$ cat config.mk
export PLATFORM = sky130hd
export DESIGN_NAME = can_rx_frame_fetch
export DESIGN_NICKNAME = d
export VERILOG_FILES = /design/src/rtl/can_rx_frame_fetch.sv
export SDC_FILE = /design/constraint.sdc
export NUM_CORES = 1
export LEC_CHECK = 0
export BUFFER_PORTS_ARGS = -buffer_cell sky130_fd_sc_hd__buf_2
export CAP_MARGIN = 20
export CORE_UTILIZATION = 37
export CTS_CLUSTER_SIZE = 16
export DETAILED_ROUTE_END_ITERATION = 8
export GPL_TIMING_DRIVEN = 0
export PLACE_DENSITY_LB_ADDON = 0.25
export SLEW_MARGIN = 20
export SYNTH_ARGS = -nofsm -noshare
export SYNTH_HDL_FRONTEND = slang
export SYNTH_SLANG_ARGS = --single-unit
$ cat constraint.sdc
create_clock -name clk -period 35.7 [get_ports clk]
set_input_delay 5.355 -clock clk [delete_from_list [all_inputs] [get_ports clk]]
set_output_delay 5.355 -clock clk [all_outputs]
set_load 0.03 [all_outputs]
$ cat src/rtl/can_rx_frame_fetch.sv
// Fetches received CAN frames (DLC/flags, DATA0, DATA1, then ID) from the core into a
// DEPTH-entry FIFO; CPU register accesses pass through to the core while the engine is idle.
module can_rx_frame_fetch #(
  parameter int DEPTH = 4,
  parameter int AW    = 2
) (
  input  logic          clk,
  input  logic          reset,
  input  logic          cpu_cs,
  input  logic [1:0]    cpu_rs,
  input  logic [3:0]    cpu_bytesel,
  input  logic [31:0]   cpu_d,
  output logic [31:0]   cpu_q,
  output logic          cpu_ready,
  output logic          can_cs,
  output logic [1:0]    can_rs,
  output logic [3:0]    can_bytesel,
  output logic [31:0]   can_d,
  input  logic [31:0]   can_q,
  input  logic          can_irqrx,
  output logic          rx_valid,
  input  logic          rx_pop,
  output logic [31:0]   rx_id,
  output logic [15:0]   rx_dlcf,
  output logic [31:0]   rx_data0,
  output logic [31:0]   rx_data1,
  output logic [AW:0]   rx_count,
  output logic          rx_ovf,
  input  logic          ovf_clr
);

  typedef enum logic [2:0] {IDLE, F_DLCF, F_D0, F_D1, F_ID, COMMIT, SETTLE} state_t;

  localparam logic [AW:0] FULL_CNT = (AW+1)'(DEPTH);

  state_t        state_q, state_d;
  logic [15:0]   dlcf_q, dlcf_d;
  logic [31:0]   d0_q, d0_d, d1_q, d1_d, id_q, id_d;
  logic [31:0]   mem_id_q [DEPTH];
  logic [15:0]   mem_dlcf_q [DEPTH];
  logic [31:0]   mem_d0_q [DEPTH];
  logic [31:0]   mem_d1_q [DEPTH];
  logic [AW-1:0] wr_ptr_q, wr_ptr_d, rd_ptr_q, rd_ptr_d;
  logic [AW:0]   count_q, count_d;
  logic          ovf_q, ovf_d;
  logic          pop_en, push_en, drop;

  always_ff @(posedge clk or posedge reset) begin
    if (reset) state_q <= IDLE;
    else       state_q <= state_d;
  end

  // A CPU access in the same cycle as the interrupt is served first.
  always_comb begin
    state_d = state_q;
    case (state_q)
      IDLE:    if (can_irqrx && !cpu_cs) state_d = F_DLCF;
      F_DLCF:  state_d = F_D0;
      F_D0:    state_d = F_D1;
      F_D1:    state_d = F_ID;
      F_ID:    state_d = COMMIT;
      COMMIT:  state_d = SETTLE;
      SETTLE:  state_d = IDLE;
      default: state_d = IDLE;
    endcase
  end

  always_comb begin
    cpu_ready   = 1'b0;
    can_cs      = 1'b0;
    can_rs      = 2'd0;
    can_bytesel = 4'b0000;
    can_d       = 32'd0;
    case (state_q)
      IDLE: begin
        cpu_ready   = 1'b1;
        can_cs      = cpu_cs;
        can_rs      = cpu_rs;
        can_bytesel = cpu_bytesel;
        can_d       = cpu_d;
      end
      F_DLCF:  begin can_cs = 1'b1; can_rs = 2'd1; end
      F_D0:    begin can_cs = 1'b1; can_rs = 2'd2; end
      F_D1:    begin can_cs = 1'b1; can_rs = 2'd3; end
      F_ID:    begin can_cs = 1'b1; can_rs = 2'd0; end
      default: ;
    endcase
  end

  assign cpu_q = can_q;

  always_comb begin
    dlcf_d = (state_q == F_DLCF) ? can_q[15:0] : dlcf_q;
    d0_d   = (state_q == F_D0)   ? can_q       : d0_q;
    d1_d   = (state_q == F_D1)   ? can_q       : d1_q;
    id_d   = (state_q == F_ID)   ? can_q       : id_q;
  end

  // When full, a pop in the commit cycle frees the slot the new frame takes.
  assign pop_en  = rx_pop && (count_q != '0);
  assign push_en = (state_q == COMMIT) && ((count_q != FULL_CNT) || rx_pop);
  assign drop    = (state_q == COMMIT) && !push_en;

  always_comb begin
    wr_ptr_d = push_en ? wr_ptr_q + AW'(1) : wr_ptr_q;
    rd_ptr_d = pop_en  ? rd_ptr_q + AW'(1) : rd_ptr_q;
    count_d  = count_q;
    if (push_en && !pop_en)      count_d = count_q + (AW+1)'(1);
    else if (!push_en && pop_en) count_d = count_q - (AW+1)'(1);
    ovf_d = drop ? 1'b1 : (ovf_clr ? 1'b0 : ovf_q);
  end

  always_ff @(posedge clk or posedge reset) begin
    if (reset) begin
      dlcf_q   <= '0;
      d0_q     <= '0;
      d1_q     <= '0;
      id_q     <= '0;
      wr_ptr_q <= '0;
      rd_ptr_q <= '0;
      count_q  <= '0;
      ovf_q    <= 1'b0;
      for (int i = 0; i < DEPTH; i++) begin
        mem_id_q[i]   <= '0;
        mem_dlcf_q[i] <= '0;
        mem_d0_q[i]   <= '0;
        mem_d1_q[i]   <= '0;
      end
    end else begin
      dlcf_q   <= dlcf_d;
      d0_q     <= d0_d;
      d1_q     <= d1_d;
      id_q     <= id_d;
      wr_ptr_q <= wr_ptr_d;
      rd_ptr_q <= rd_ptr_d;
      count_q  <= count_d;
      ovf_q    <= ovf_d;
      if (push_en) begin
        mem_id_q[wr_ptr_q]   <= id_q;
        mem_dlcf_q[wr_ptr_q] <= dlcf_q;
        mem_d0_q[wr_ptr_q]   <= d0_q;
        mem_d1_q[wr_ptr_q]   <= d1_q;
      end
    end
  end

  assign rx_valid = (count_q != '0);
  assign rx_count = count_q;
  assign rx_ovf   = ovf_q;
  assign rx_id    = mem_id_q[rd_ptr_q];
  assign rx_dlcf  = mem_dlcf_q[rd_ptr_q];
  assign rx_data0 = mem_d0_q[rd_ptr_q];
  assign rx_data1 = mem_d1_q[rd_ptr_q];

endmodule
==> flow_metrics.py <==
metrics = {
    "die": {
        "coreArea_sq_um": 65700,
        "start_util_pct": 37.4,
        "io_pins": 265,
        "num_rows": 94,
        "die_area_sq_um": 67500,
        "die_h_um": 260,
        "fp.dieW_um": 260,
    },
    "synth": {
        "yosys_warnings": 0,
        "synth-seq-cells": 571,
        "synthArstFlopShare_pct": 100,
        "seq_area_frac_synth_pct": 58.1,
        "synthCells": 1458,
        "synth_cell_types": 30,
        "synth_ff_type": "dfrtp_1",
        "syn_nets": 1540,
        "synth.area.top_cells": "dfrtp_1 (58%), mux2_2 (24%), mux4_2 (10%)",
        "synth_top_cell_by_area": "dfrtp_1",
        "syn_area_per_cell_sq_um": 16.9,
        "synth.most_common_cell": "dfrtp_1",
        "syn-cell-area_sq_um": 24600,
        "synth_edf_count": 0,
        "synth_commonest_cells": "dfrtp_1 (571), mux2_2 (526), mux4_2 (112)",
        "synth.top_cell.area_share_pct": 58.1,
    },
    "placed_design": {
        "portBuffers": 264,
        "dpl_cell_area_sq_um": 27100,
        "dpl_worst_slack_ns": 24.40,
        "hpwl_um": 42000,
        "gp_congestion": 0.747,
    },
    "timing": {
        "rsz0062_at_grt": "no",
        "setup_viol": 0,
        "tightest_slew_ns": 1.09,
        "finClkSkew_ns": 0.0328,
        "maxSlewHeadroom_pct": 27.0,
        "hold_ws_ns": 0.485,
        "timing.final.ws_setup_ns": 24.44,
        "final-hold-violation-count": 0,
        "fmax_mhz": 88.8,
        "slew_violations": 0,
        "fin_crit_sh_pct": 31.5,
        "period_needed_ns": 11.26,
        "final.setup.tns_ns": 0,
    },
    "route": {
        "drtIter0Drc": 625,
        "route.detailed.drc": 0,
        "drtPass1Iterations": 4,
        "wl_per_cell_um": 22.5,
        "route.vias.total": 13622,
        "wl_um": 60800,
        "ant_nets": 0,
        "routed_via_density": 5.04,
    },
    "power_and_ir_drop": {
        "power_density_nw_per_um2": 98.0,
        "p_seq_share_pct": 38.6,
        "irDropWorstVdd_mv": 0.0477,
        "p_sw_mw": 1.04,
        "clkPwrFrac_pct": 22.6,
        "combPwrFrac_pct": 38.8,
        "swShare_pct": 36.4,
        "power.total_mw": 2.86,
        "power.internal_mw": 1.82,
        "p_leak_nw": 13.8,
    },
    "clocking": {
        "clkSlewWorstSetupHoldPaths_ns": 0.06,
        "cts_setup_buffers": 0,
        "cts_tree": "yes",
        "cts.path.max_buffers": 3,
        "cts.hold.buffers_added": 0,
        "clock_sinks": 571,
        "worstSkewPairLatency_ns": 0.64,
        "cts_resized": 0,
        "h-tree-depth": 2,
        "numCtsBuffers": 59,
        "cts_root_buf": "clkbuf_16",
    },
    "global_routing": {
        "overflow": 0,
        "antenna_found_initial": 2,
        "grt_use_total_pct": 18.4,
        "grt_pass1_vias": 14678,
        "grt_pass1_wl_um": 93100,
        "grt_max_degree": 110,
    },
    "critical_path": {
        "cp-startpoint": "can_q[15]",
        "cp.arrival_ns": 5.90,
        "cp-end-kind": "primary output",
        "critical_path_peak_fanout": 5,
        "r2r-start": "state_q[1]",
        "path_class": "input port to primary output",
        "worstPathRequired_ns": 30.34,
        "start_kind": "input port",
    },
    "final_layout": {
        "layout-drive-gt1-share_pct": 61.3,
        "final.fill_count": 5853,
        "final_area_sq_um": 29200,
        "fin_nets": 1870,
        "areaGrowthSynthToFinish_pct": 18.9,
    },
    "worst_hold_path": {
        "hold_path_startpoint": "mem_d0_q[96]",
        "hold_path.class": "flop to flop",
    },
    "run": {
        "drv_cap": 0,
    },
    "run_status": {
        "status": "finished clean",
    },
}
## area by class of cell
cell class | instances | area (sq um) | share of cell area, %
clock inverters | 30 | 372 | 1.27
clock buffers | 80 | 1720 | 5.87
well taps | 864 | 1080 | 3.70
inverters | 8 | 37.5 | 0.128
flip-flops and latches | 571 | 14300 | 48.9
multi-input cells | 756 | 9430 | 32.3
diodes | 1 | 2.50 | 0.00856
plain buffers | 123 | 827 | 2.83
repair buffers | 269 | 1460 | 4.99
## cells in the final DEF (no fill, tap or decap), drive strengths merged
cell type and n:
ha 5, xnor2 4, and2 36, nor2b 1, nor4b 1, o21ai 1
fa 1, nand2 6, mux2 562, nor2 6, clkinv 21, a21oi 2
nand2b 2, a211oi 1, bufinv 6, xor2 2, mux2i 1, mux4 112
inv 10, diode 1, or3 1, clkbuf 97, buf 375, nand3 2
a22o 1, nor3 8, clkinvlp 1, nor3b 1, dfrtp 571
## state kept, by name, summed over array words and instances, names as in the netlist
signal and flops:
rx_ovf 1, mem_d0_q 128, mem_d1_q 128, mem_id_q 128, d1_q 32, state_q 3
d0_q 32, rx_count 3, dlcf_q 16, mem_dlcf_q 64, wr_ptr_q 2, id_q 32
rd_ptr_q 2
## worst max-delay path, stage by stage
cell	delay (ns)
buf_2	0.20
buf_4	0.14
buf_2	0.19
## power groups by stage
stage	Combinational (mW)	Clock (mW)	Sequential, mW
after floorplan	0.838	0	1.06
after global placement	1.11	0	1.10
after detailed placement	1.13	0	1.11
after CTS	1.14	0.666	1.10
after global routing	1.18	0.689	1.15
final	1.11	0.647	1.10
## worst paths after layout
| kind | to | slack (ns) | cells past startpoint |
|---|---|---|---|
| worst max-delay path | cpu_q[15] | 24.44 | 3 |
| worst max register to register | dlcf_q[3] | 33.13 | 6 |
| max in group asynchronous | mem_id_q[74] | 28.97 | 5 |
| min in group asynchronous | mem_d1_q[58] | 4.87 | 2 |
| worst min register to register | mem_d0_q[96] | 0.49 | 1 |
| worst min-delay path | mem_d0_q[96] | 0.49 | 1 |
## per-layer routing
layer / GRT usage [%] / wire [um] / vias to the layer above
li1: - / - / 5962
met1: 25.1 / 26900 / 7348
met2: 30.4 / 30000 / 227
met3: 3.11 / 2670 / 85
met4: 4.66 / 1270 / 0
met5: 0 / 0 / -
## cell families (layout without fill, tap and decap cells)
kind of cell    Yosys count  count (layout)  synth area share [%]
buf+inv                 131             510                  3.47
compound gates            5               5                 0.127
flops                   571             571                  58.1
fa+ha+maj                 6               6                 0.336
xor+xnor                  6               6                 0.214
other cells               0               1                     0
simple gates             64              64                  1.65
mux                     675             675                  36.1
## metrics by stage
step	cells	util [%]
2_1_floorplan	1458	-
5_1_grt	2701	44.4
6_report	2702	44.4
4_1_cts	2701	44.4
3_3_place_gp	2586	41.0
3_5_place_dp	2591	41.3
Note: power is estimated with default switching activity, not from simulation.
